**config.mk**
```make
export PLATFORM = sky130hd
export DESIGN_NAME = operand_sel_stage
export DESIGN_NICKNAME = d
export VERILOG_FILES = /design/src/rtl/operand_sel_stage.sv
export SDC_FILE = /design/constraint.sdc
export NUM_CORES = 1
export LEC_CHECK = 0
export ABC_AREA = 1
export ABC_CLOCK_PERIOD_IN_PS = 4900
export CORE_ASPECT_RATIO = 1.25
export CORE_MARGIN = 2
export CORE_UTILIZATION = 40
export DETAILED_ROUTE_END_ITERATION = 12
export GPL_TIMING_DRIVEN = 0
export PLACE_DENSITY = 0.84
export REMOVE_ABC_BUFFERS = 1
export SYNTH_ARGS = -nofsm -noshare
export SYNTH_HDL_FRONTEND = slang
export SYNTH_SLANG_ARGS = --single-unit
```
**constraint.sdc**
```tcl
create_clock -name clk -period 4.9 [get_ports clk]
set_clock_uncertainty 0.2 [all_clocks]
set_input_delay 0.735 -clock clk [delete_from_list [all_inputs] [get_ports clk]]
set_output_delay 0.735 -clock clk [all_outputs]
set_load 0.01 [all_outputs]
```
**src/rtl/operand_sel_stage.sv**
```systemverilog
// Operand-select pipeline stage: forwards writeback data onto the source operands,
// picks ALU operands per opcode and registers them behind a single-entry valid/ready slot.
module operand_sel_stage #(
    parameter int DATA_W = 32,
    parameter int OPC_W  = 6,
    parameter int REG_AW = 5,
    parameter int CNT_W  = 8
) (
    input  logic              clk,
    input  logic              reset,
    input  logic              in_valid,
    output logic              in_ready,
    input  logic [OPC_W-1:0]  opcode,
    input  logic [REG_AW-1:0] rs1_addr,
    input  logic [REG_AW-1:0] rs2_addr,
    input  logic [DATA_W-1:0] reg_rs1,
    input  logic [DATA_W-1:0] reg_rs2,
    input  logic [DATA_W-1:0] imm,
    input  logic              fwd_valid,
    input  logic [REG_AW-1:0] fwd_addr,
    input  logic [DATA_W-1:0] fwd_data,
    output logic              out_valid,
    input  logic              out_ready,
    output logic [DATA_W-1:0] op_a,
    output logic [DATA_W-1:0] op_b,
    output logic [OPC_W-1:0]  out_opcode,
    output logic              illegal,
    output logic [CNT_W-1:0]  illegal_cnt
);

    localparam logic [OPC_W-1:0] OP_ADD   = OPC_W'(1);
    localparam logic [OPC_W-1:0] OP_SUB   = OPC_W'(2);
    localparam logic [OPC_W-1:0] OP_STORE = OPC_W'(3);
    localparam logic [OPC_W-1:0] OP_LOAD  = OPC_W'(4);
    localparam logic [OPC_W-1:0] OP_MOVE  = OPC_W'(5);
    localparam logic [OPC_W-1:0] OP_SGE   = OPC_W'(6);
    localparam logic [OPC_W-1:0] OP_SLE   = OPC_W'(7);
    localparam logic [OPC_W-1:0] OP_SGT   = OPC_W'(8);
    localparam logic [OPC_W-1:0] OP_SLT   = OPC_W'(9);
    localparam logic [OPC_W-1:0] OP_SEQ   = OPC_W'(10);
    localparam logic [OPC_W-1:0] OP_SNE   = OPC_W'(11);
    localparam logic [OPC_W-1:0] OP_AND   = OPC_W'(12);
    localparam logic [OPC_W-1:0] OP_OR    = OPC_W'(13);
    localparam logic [OPC_W-1:0] OP_XOR   = OPC_W'(14);
    localparam logic [OPC_W-1:0] OP_NOT   = OPC_W'(15);
    localparam logic [OPC_W-1:0] OP_MOVEI = OPC_W'(16);
    localparam logic [OPC_W-1:0] OP_SLI   = OPC_W'(17);
    localparam logic [OPC_W-1:0] OP_SRI   = OPC_W'(18);
    localparam logic [OPC_W-1:0] OP_ADDI  = OPC_W'(19);
    localparam logic [OPC_W-1:0] OP_SUBI  = OPC_W'(20);

    localparam logic [CNT_W-1:0] CNT_MAX = '1;

    logic [DATA_W-1:0] src1;
    logic [DATA_W-1:0] src2;
    logic [DATA_W-1:0] a_next;
    logic [DATA_W-1:0] b_next;
    logic              ill_next;
    logic              accept;

    // Handshake: a beat moves when valid && ready on the same rising edge; in_ready
    // depends only on the output slot so a full slot can drain and refill each cycle.
    assign in_ready = !out_valid || out_ready;
    assign accept   = in_valid && in_ready;

    // Register 0 is hard-wired zero, so it is never a forwarding target.
    assign src1 = (fwd_valid && (fwd_addr == rs1_addr) && (rs1_addr != '0)) ? fwd_data : reg_rs1;
    assign src2 = (fwd_valid && (fwd_addr == rs2_addr) && (rs2_addr != '0)) ? fwd_data : reg_rs2;

    always_comb begin
        a_next   = '0;
        b_next   = '0;
        ill_next = 1'b0;
        case (opcode)
            OP_ADD, OP_SUB, OP_SGE, OP_SLE, OP_SGT, OP_SLT, OP_SEQ, OP_SNE,
            OP_AND, OP_OR, OP_XOR: begin
                a_next = src1;
                b_next = src2;
            end
            OP_LOAD, OP_SLI, OP_SRI, OP_ADDI, OP_SUBI: begin
                a_next = src1;
                b_next = imm;
            end
            OP_STORE: begin
                a_next = src2;
                b_next = imm;
            end
            OP_MOVE, OP_NOT: a_next = src1;
            OP_MOVEI:        a_next = imm;
            default:         ill_next = 1'b1;
        endcase
    end

    always_ff @(posedge clk or posedge reset) begin
        if (reset) begin
            out_valid  <= 1'b0;
            op_a       <= '0;
            op_b       <= '0;
            out_opcode <= '0;
            illegal    <= 1'b0;
        end else if (accept) begin
            out_valid  <= 1'b1;
            op_a       <= a_next;
            op_b       <= b_next;
            out_opcode <= opcode;
            illegal    <= ill_next;
        end else if (out_ready) begin
            out_valid  <= 1'b0;
        end
    end

    always_ff @(posedge clk or posedge reset) begin
        if (reset) begin
            illegal_cnt <= '0;
        end else if (accept && ill_next && (illegal_cnt != CNT_MAX)) begin
            illegal_cnt <= illegal_cnt + 1'b1;
        end
    end

endmodule

```
======== Yosys cells after proc, flatten, opt, wreduce, memory -nomap -nowiden ========
Index checks and enable logic that the tools add are counted.
cells by class
  equality and inequality tests ........... 23
  reductions and logical operators ........ 16
  add/subtract/negate cells ............... 1
  multiplexer cells ....................... 7
operators with widths
  cell                                                 number
  one-hot mux 32 bit (3 select lines)                  1
  two-way mux 32 bit                                   2
  one-hot mux 32 bit (2 select lines)                  1
  equality test 6 x 4 -> 1 bit, second input constant  8
  equality test 6 x 5 -> 1 bit, second input constant  5
  equality test 6 x 3 -> 1 bit, second input constant  4
  OR reduction 20 bit                                  1
  OR reduction 18 bit                                  1
  equality test 6 x 2 -> 1 bit, second input constant  2
  OR reduction 11 bit                                  1
  equality test 5 bit                                  2
  nonzero test 5 bit                                   2
  adder 8 x 1 -> 8 bit, second input constant          1
  != test 8 bit, second input constant                 1
  logical AND 1 bit                                    7
  equality test 6 x 1 -> 1 bit, second input constant  1
  OR reduction 6 bit                                   1
  two-way mux 1 bit                                    3
  nonzero test 2 bit                                   1
  zero test 1 bit                                      1
  logical OR 1 bit                                     1
word-level totals
  register bits ........................... 80
  bits of input ports ..................... 154

======== Depth between registers and ports, before layout ========
Gate-level depths: netlist (run 1).
  depth in word-level cells ............... 5
  mapped depth ............................ 12
  mapped depth without buffers ............ 11

======== Least setup slack after synthesis (run 1) ========
OpenSTA, ideal clock, no wires.
  kind .................................... input -> register
  start ................................... input rs2_addr[2]
  end ..................................... register op_a[13]
  setup time .............................. 0.117 ns
  cell stages on the path ................. 11
  arrival time ............................ 1.765 ns
  path buffers ............................ 1
  slack ................................... 2.818 ns
  cells stage by stage .................... nor2_1 -> nand2_1 -> nand2_1 -> nand2_1 -> nand4_1 -> clkbuf_1 -> nand2_1 -> nand3_1 -> nand3_1 -> nand2_1 -> nand2_1
on the way
  longest elaborated chain between the ends .. 5
  elaborated cells between the ends (all ways) .. 6
  classes of those cells .................. eq/ne: 1; mux: 2; reduce/logical: 3
ends and longest elaborated chain
  element                                  line  source
  start, declared                          15    input logic [REG_AW-1:0] rs2_addr,
  equality test 5 bit                      68    assign src2 = (fwd_valid && (fwd_addr == rs2_addr) && (rs2_addr != '0)) ? fwd_data : reg_rs2;
  logical AND 1 bit                        68
  logical AND 1 bit (*)                    68
  two-way mux 32 bit (*)                   68
  one-hot mux 32 bit (3 select lines) (*)  74    case (opcode)
  end signal, assigned                     103   op_a <= a_next;
  end, declared                            24    output logic [DATA_W-1:0] op_a,
Mark *: on every way between the ends. The rest lies on a longest branch, timed or not.
A chain may end at the register's enable or synchronous reset.

======== Worst setup path in the final report (run 1) ========
  start ................................... input fwd_addr[1]
  end ..................................... register op_a[22]
on the way
  longest elaborated chain between the ends .. 5
  elaborated cells between the ends (all ways) .. 9
  classes of those cells .................. eq/ne: 2; mux: 3; reduce/logical: 4
ends and longest elaborated chain
  element                                                    line    source
  start, declared                                            20      input logic [REG_AW-1:0] fwd_addr,
  equality test 5 bit, on equally long branches              67, 68
  logical AND 1 bit, on equally long branches (2 in series)  67, 68
  two-way mux 32 bit, on equally long branches               67, 68
  one-hot mux 32 bit (3 select lines) (*)                    74
Marks and branches as above.

==> results.tsv, run 1 <==
metric	value	unit
WL/cell	16.2	um
DR vias	6785	
placed cell areas	8050	um^2
layout overhead on the synthesized area	51.7	%
vias per cell	5.37	
Final Hold Viols	0	
pwr dens	284	nW/um^2
GR Overflow Total	0	
post-synthesis mux area share	0	%
Hold/Removal Path Class	reg2reg	
Clock Tree Buf Depth	2	
Max-Cap Viols	0	
CTS-repair resized insts	0	
Buffers on Ports	234	
sequential fraction of the synthesis area	36.1	%
H-tree lvl count	3	
P_sw	706	uW
crit path cell chain	clkdlybuf4s50_1, inv_2, nand2_1, nand2_1, nor2_4, nand4_1, buf_16, nand2_1, nand3_1, nand3_1, nand2_1, nand2_1	
first-pass GRT wire length	31.4	mm
Post-Syn Instances	885	
Die X	109	um
Core ar.	13700	um^2
Synth Area in Compound Gates	6.54	%
CP max stage delay	1050	ps
Simple-Gate Fraction of Synth Area	43.6	%
Place WS	43.1	ps
NumNets Final	1240	
Slew Limit Fails	0	
CP endpoint kind	flop	
crit path launch type	input pin	
Slew @ Worst Pin	1440	ps
post-layout min period	4090	ps
hold depth	2	
Sw Ratio	29.5	%
drt drc	0	
DR iter-0 viols	586	
Crit Path Category	in2reg	
Logic pwr share	31.2	%
cell mode on critical path	nand2_1	
1st-pass router iterations	8	
layout cell share with drive strength beyond 1	3.76	%
share of power burned in registers	34.6	%
Worst EP arrival	4170	ps
R2R cell count	6	
final setup fails	0	
Worst path top cell family by delay	simple AND/OR/NAND/NOR gates	
CTS Buf Count	9	
row cnt	48	
Cell variety after synth	23	
initial core utilization	40.5	%
syn avg cell area	6.26	um^2
CTS tree	yes	
Setup Buffers After CTS	0	
Yosys reg bits	80	
WL met2	10.1	mm
Mapped Area	5540	um^2
Max transition margin	3.78	%
commonest non-fill, non-tap cell in the layout	nand2_1	
Levels on crit path	12	
initial antenna violation count	0	
n_diodes	0	
DP Cell Count	1249	
final instance area	8410	um^2
Lkg Pwr	0.00418	uW
PnR worst setup slack	806	ps
die height	136	um
Reg clk slew, reported paths	60	ps
XOR/XNOR Fraction of Synth Area	1.11	%
clock share of power	34.2	%
Final period util	83.5	%
Slowest-stage cell, CP	nand4_1	
fin util	61.4	%
gpl congestion	0.869	
vias in the first global route	6434	
final WL	20.4	mm
hold buffer count at CTS	0	
largest net degree at the start of global routing	79	
RSZ-0062 raised after global routing	false	
largest family of logic cells by synthesized area	simple AND/OR/NAND/NOR gates	
CTS Sinks	80	
Synthesis Warnings	0	
CP max FO	33	
Skew-Pair Late Insertion Delay	340	ps
routed wl met3	1.68	mm
Clock Root Buffer	clkbuf_16	
most frequent cells in the layout	nand2_1 (268), clkdlybuf4s50_1 (234), nand3_1 (178)	
Top Layer Used	met4	
all-layer global routing usage	27.1	%
Cell Int Power	1690	uW
outcome	completed	
Req. time, crit path	4970	ps
Finished Layout Cells	1264	
HPWL after detailed placement	13.5	mm
worst hold slack	278	ps
met1 WL	7.94	mm
I/O Pins	235	
antenna-violating nets left	0	
Max Clk Rate	244	MHz
Synth Area in Adders	0.226	%
Critical path buffers and inverters	3	
Peak VDD IR	251	uV
Die Footprint	14800	um^2
[metal layers]
metal,track usage [%],vias up
met5,0,-
met4,13.4,0
met3,5.05,64
met2,46.9,338
met1,31.7,3143
li1,-,3240
[cell families (layout without fill, tap and decap cells)]
group	Yosys count	after routing
XOR/XNOR	7	7
AND/OR/NAND/NOR	547	547
adder cells (fa/ha/maj)	1	1
flip-flops	80	80
buffers and inverters	178	382
AO/OA/AOI/OAI	72	72
[worst paths after layout]
path	from	slack, ps	endpoint
max	fwd_addr[1]	810	op_a[22]
min	op_a[27]	280	op_a[27]
max reg2reg	out_valid	2340	op_b[0]
min reg2reg	op_a[27]	280	op_a[27]
max in group asynchronous	reset	3360	op_a[7]
min in group asynchronous	reset	530	op_a[14]
[layout make-up]
| class | instances | area [um^2] |
|---|---|---|
| clock inverter | 6 | 133 |
| inverter | 127 | 479 |
| multi-input combinational | 627 | 2890 |
| timing repair buffer | 240 | 2460 |
| tap | 175 | 219 |
| sequential | 80 | 2000 |
| fill | 1260 | 5280 |
| clock buffer | 9 | 225 |
[Yosys cell counts]
library cell / instances / share of area [%]
a21o_1: 1 / 0.14
ha_1: 1 / 0.23
nand2_4: 1 / 0.20
inv_1: 124 / 8.4
dfrtp_1: 80 / 36
buf_2: 16 / 1.4
o21ai_0: 5 / 0.45
nor2_1: 49 / 3.3
xor2_1: 3 / 0.47
nand2_1: 271 / 18
nand3_2: 1 / 0.18
xnor2_1: 4 / 0.63
nand4_1: 37 / 4.2
nor2_2: 6 / 0.68
nand3b_1: 1 / 0.14
nand3_1: 178 / 16
nor3_4: 1 / 0.29
inv_2: 3 / 0.20
buf_1: 6 / 0.41
clkbuf_1: 29 / 2.0
a21oi_1: 66 / 6.0
nor3_1: 1 / 0.090
nand2_2: 1 / 0.11
[power groups by stage]
stage / sequential (uW) / clock [uW] / combinational, uW
global route: 840 / 854 / 809
floorplan: 877 / 0 / 259
detailed placement: 836 / 0 / 742
finish: 827 / 818 / 747
CTS: 826 / 832 / 746
global placement: 833 / 0 / 723
[flip-flops by register name, summed over array words and instances, names as in the netlist]
register / flops
op_a: 32
op_b: 32
illegal_cnt: 8
out_opcode: 6
illegal: 1
out_valid: 1
[worst reg2reg max path: cells and delay by family (launching register included)]
kind            cells  cell delay (ps)
simple gates        3              660
flops               1              380
compound gates      1              130
buf+inv             2             1100
[metrics by stage]
stage,setup TNS [ps],power (uW)
floorplan,0,1140
detailed placement,0,1580
finish,0,2390
CTS,0,2400
global placement,-88300,1560
global route,0,2500
(Power assumes the default switching activity.)
==> inputs of run 2 (changes only) <==
ABC_CLOCK_PERIOD_IN_PS = 3300   (was 4900)
CORE_UTILIZATION = 39   (was 40)
PLACE_DENSITY = 0.85   (was 0.84)
clock period = 3.3 ns   (was 4.9 ns; I/O delays follow)
==> run 2 against run 1 <==
Net effect:
- critical endpoint is now op_a[18]
- hold slack worse by 1.9 ps
- combinational power is 50% higher
- count of clock-buffer cells in the layout is 1 higher
- sequential power is 49% higher
- largest cell class unchanged
- wire length is 4.0% higher
- non-clock buffer count is 7 higher
- register-to-register slack worse by 1500 ps
==> results.tsv, run 2 (synthesis results as in run 1) <==
metric	value	unit
post-layout min period	3090	ps
CP max FO	20	
vias in the first global route	6616	
DR vias	6846	
1st-pass router iterations	5	
commonest non-fill, non-tap cell in the layout	nand2_1	
Max transition margin	3.21	%
Final period util	93.8	%
DR iter-0 viols	487	
Skew-Pair Late Insertion Delay	340	ps
Worst EP arrival	3170	ps
Largest regs	op_a (32), op_b (32), illegal_cnt (8)	
most frequent cells in the layout	nand2_1 (268), clkdlybuf4s50_1 (234), nand3_1 (178)	
share of power burned in registers	36.6	%
Fin Setup TNS	0	ps
Buffers on Ports	234	
layout overhead on the synthesized area	52.9	%
Req. time, crit path	3380	ps
largest net degree at the start of global routing	79	
drt drc	0	
Place WS	-1140	ps
outcome	completed	
row cnt	48	
Sw Ratio	31.8	%
Slowest-stage cell, CP	clkdlybuf4s50_1	
Slew @ Worst Pin	1450	ps
Clock Tree Buf Depth	2	
worst reg2reg startpoint	out_valid	
Lkg Pwr	0.00421	uW
gpl congestion	0.869	
Slew Limit Fails	0	
vias per cell	5.38	
Final Hold Viols	0	
crit path launch type	input pin	
H-tree lvl count	3	
Max Clk Rate	323	MHz
die height	137	um
CTS tree	yes	
GR Overflow Total	0	
NumNets Final	1247	
final instance area	8480	um^2
final setup fails	0	
Core ar.	13900	um^2
PnR worst setup slack	206	ps
final WL	21.3	mm
Reg clk slew, reported paths	60	ps
Die X	111	um
Crit Path Category	in2reg	
Peak VDD IR	320	uV
cell mode on critical path	nand2_1	
placed cell areas	8160	um^2
HPWL after detailed placement	14.4	mm
WL/cell	16.7	um
crit path from	rs1_addr[3]	
fin util	61.1	%
RSZ-0062 raised after global routing	false	
crit path cell chain	clkdlybuf4s50_1, nor2_1, nand2_1, nand2_1, nand2_2, buf_16, nand4_1, buf_16, buf_8, nand2_1, nand3_1, nand3_1, nand2_1, nand2_1	
P_sw	1060	uW
Hold/Removal Path Class	reg2reg	
initial core utilization	40.0	%
CP endpoint kind	flop	
first-pass GRT wire length	33.0	mm
Clock Root Buffer	clkbuf_16	
antenna-violating nets left	0	
Die Footprint	15200	um^2
CP max stage delay	570	ps
Max-Cap Viols	0	
pwr dens	395	nW/um^2
initial antenna violation count	0	
worst hold slack	277	ps
I/O Pins	235	
CTS Sinks	80	
Logic pwr share	33.5	%
all-layer global routing usage	27.4	%
layout cell share with drive strength beyond 1	4.38	%
n_diodes	0	
Cell Int Power	2290	uW
CTS Buf Count	9	
hold_sp	op_a[25]	
clock share of power	29.8	%
run 2: cell types whose count changed in the layout (fill, tap and decap cells not counted), sizes merged:
cell	previous run	this run
buf	6	13
bufinv	4	1
clkbuf	9	10
clkinv	1	3
clkinvlp	1	2
run 2: metal layers:
| metal | global-route usage (%) | share of wire [%] |
|---|---|---|
| met2 | 49.1 | 49 |
| met1 | 31.2 | 38 |
| met4 | 12.9 | 3.5 |
| met3 | 6.03 | 9.7 |
| met5 | 0 | 0 |
run 2: cell type report:
type                       instances  area (um^2)
clock buffer                      10          229
sequential                        80         2000
fill                            1232         5390
multi-input combinational        627         2900
timing repair buffer             247         2590
clock inverter                     6         60.1
inverter                         127          479
tap                              175          219
run 2: critical path: cells and delay by family:
kind | cells | cell delay (ps)
simple gates | 10 | 1370
buf+inv | 4 | 1310
run 2: repair_timing:
item / in CTS / in global routing
hold buffers: 0 / 0
setup endpoints to repair: 64 / 8
gates resized for setup: 2 / 1
setup buffers: 2 / 0
pin swaps: 1 / 0
run 2: through the flow:
stage | instances | power [uW]
4_1_cts | 1272 | 3380
2_1_floorplan | 834 | 1690
3_3_place_gp | 1243 | 2320
6_report | 1272 | 3350
3_5_place_dp | 1254 | 2360
5_1_grt | 1272 | 3530
run 2: worst paths after layout:
| kind | endpoint | depth (start not counted) | slack (ps) |
|---|---|---|---|
| worst min-delay path | op_a[25] | 2 | 280 |
| max in group asynchronous | op_a[24] | 3 | 1950 |
| min in group asynchronous | illegal_cnt[5] | 2 | 320 |
| worst max register to register | op_b[14] | 6 | 820 |
| worst min register to register | op_a[25] | 2 | 280 |
| worst max-delay path | op_a[18] | 14 | 210 |
run 2: power groups by stage:
stage	clock, uW	combinational (uW)	sequential (uW)
2_1_floorplan	0	385	1300
4_1_cts	1020	1130	1230
6_report	1000	1120	1230
3_5_place_dp	0	1120	1240
5_1_grt	1060	1220	1250
3_3_place_gp	0	1080	1240
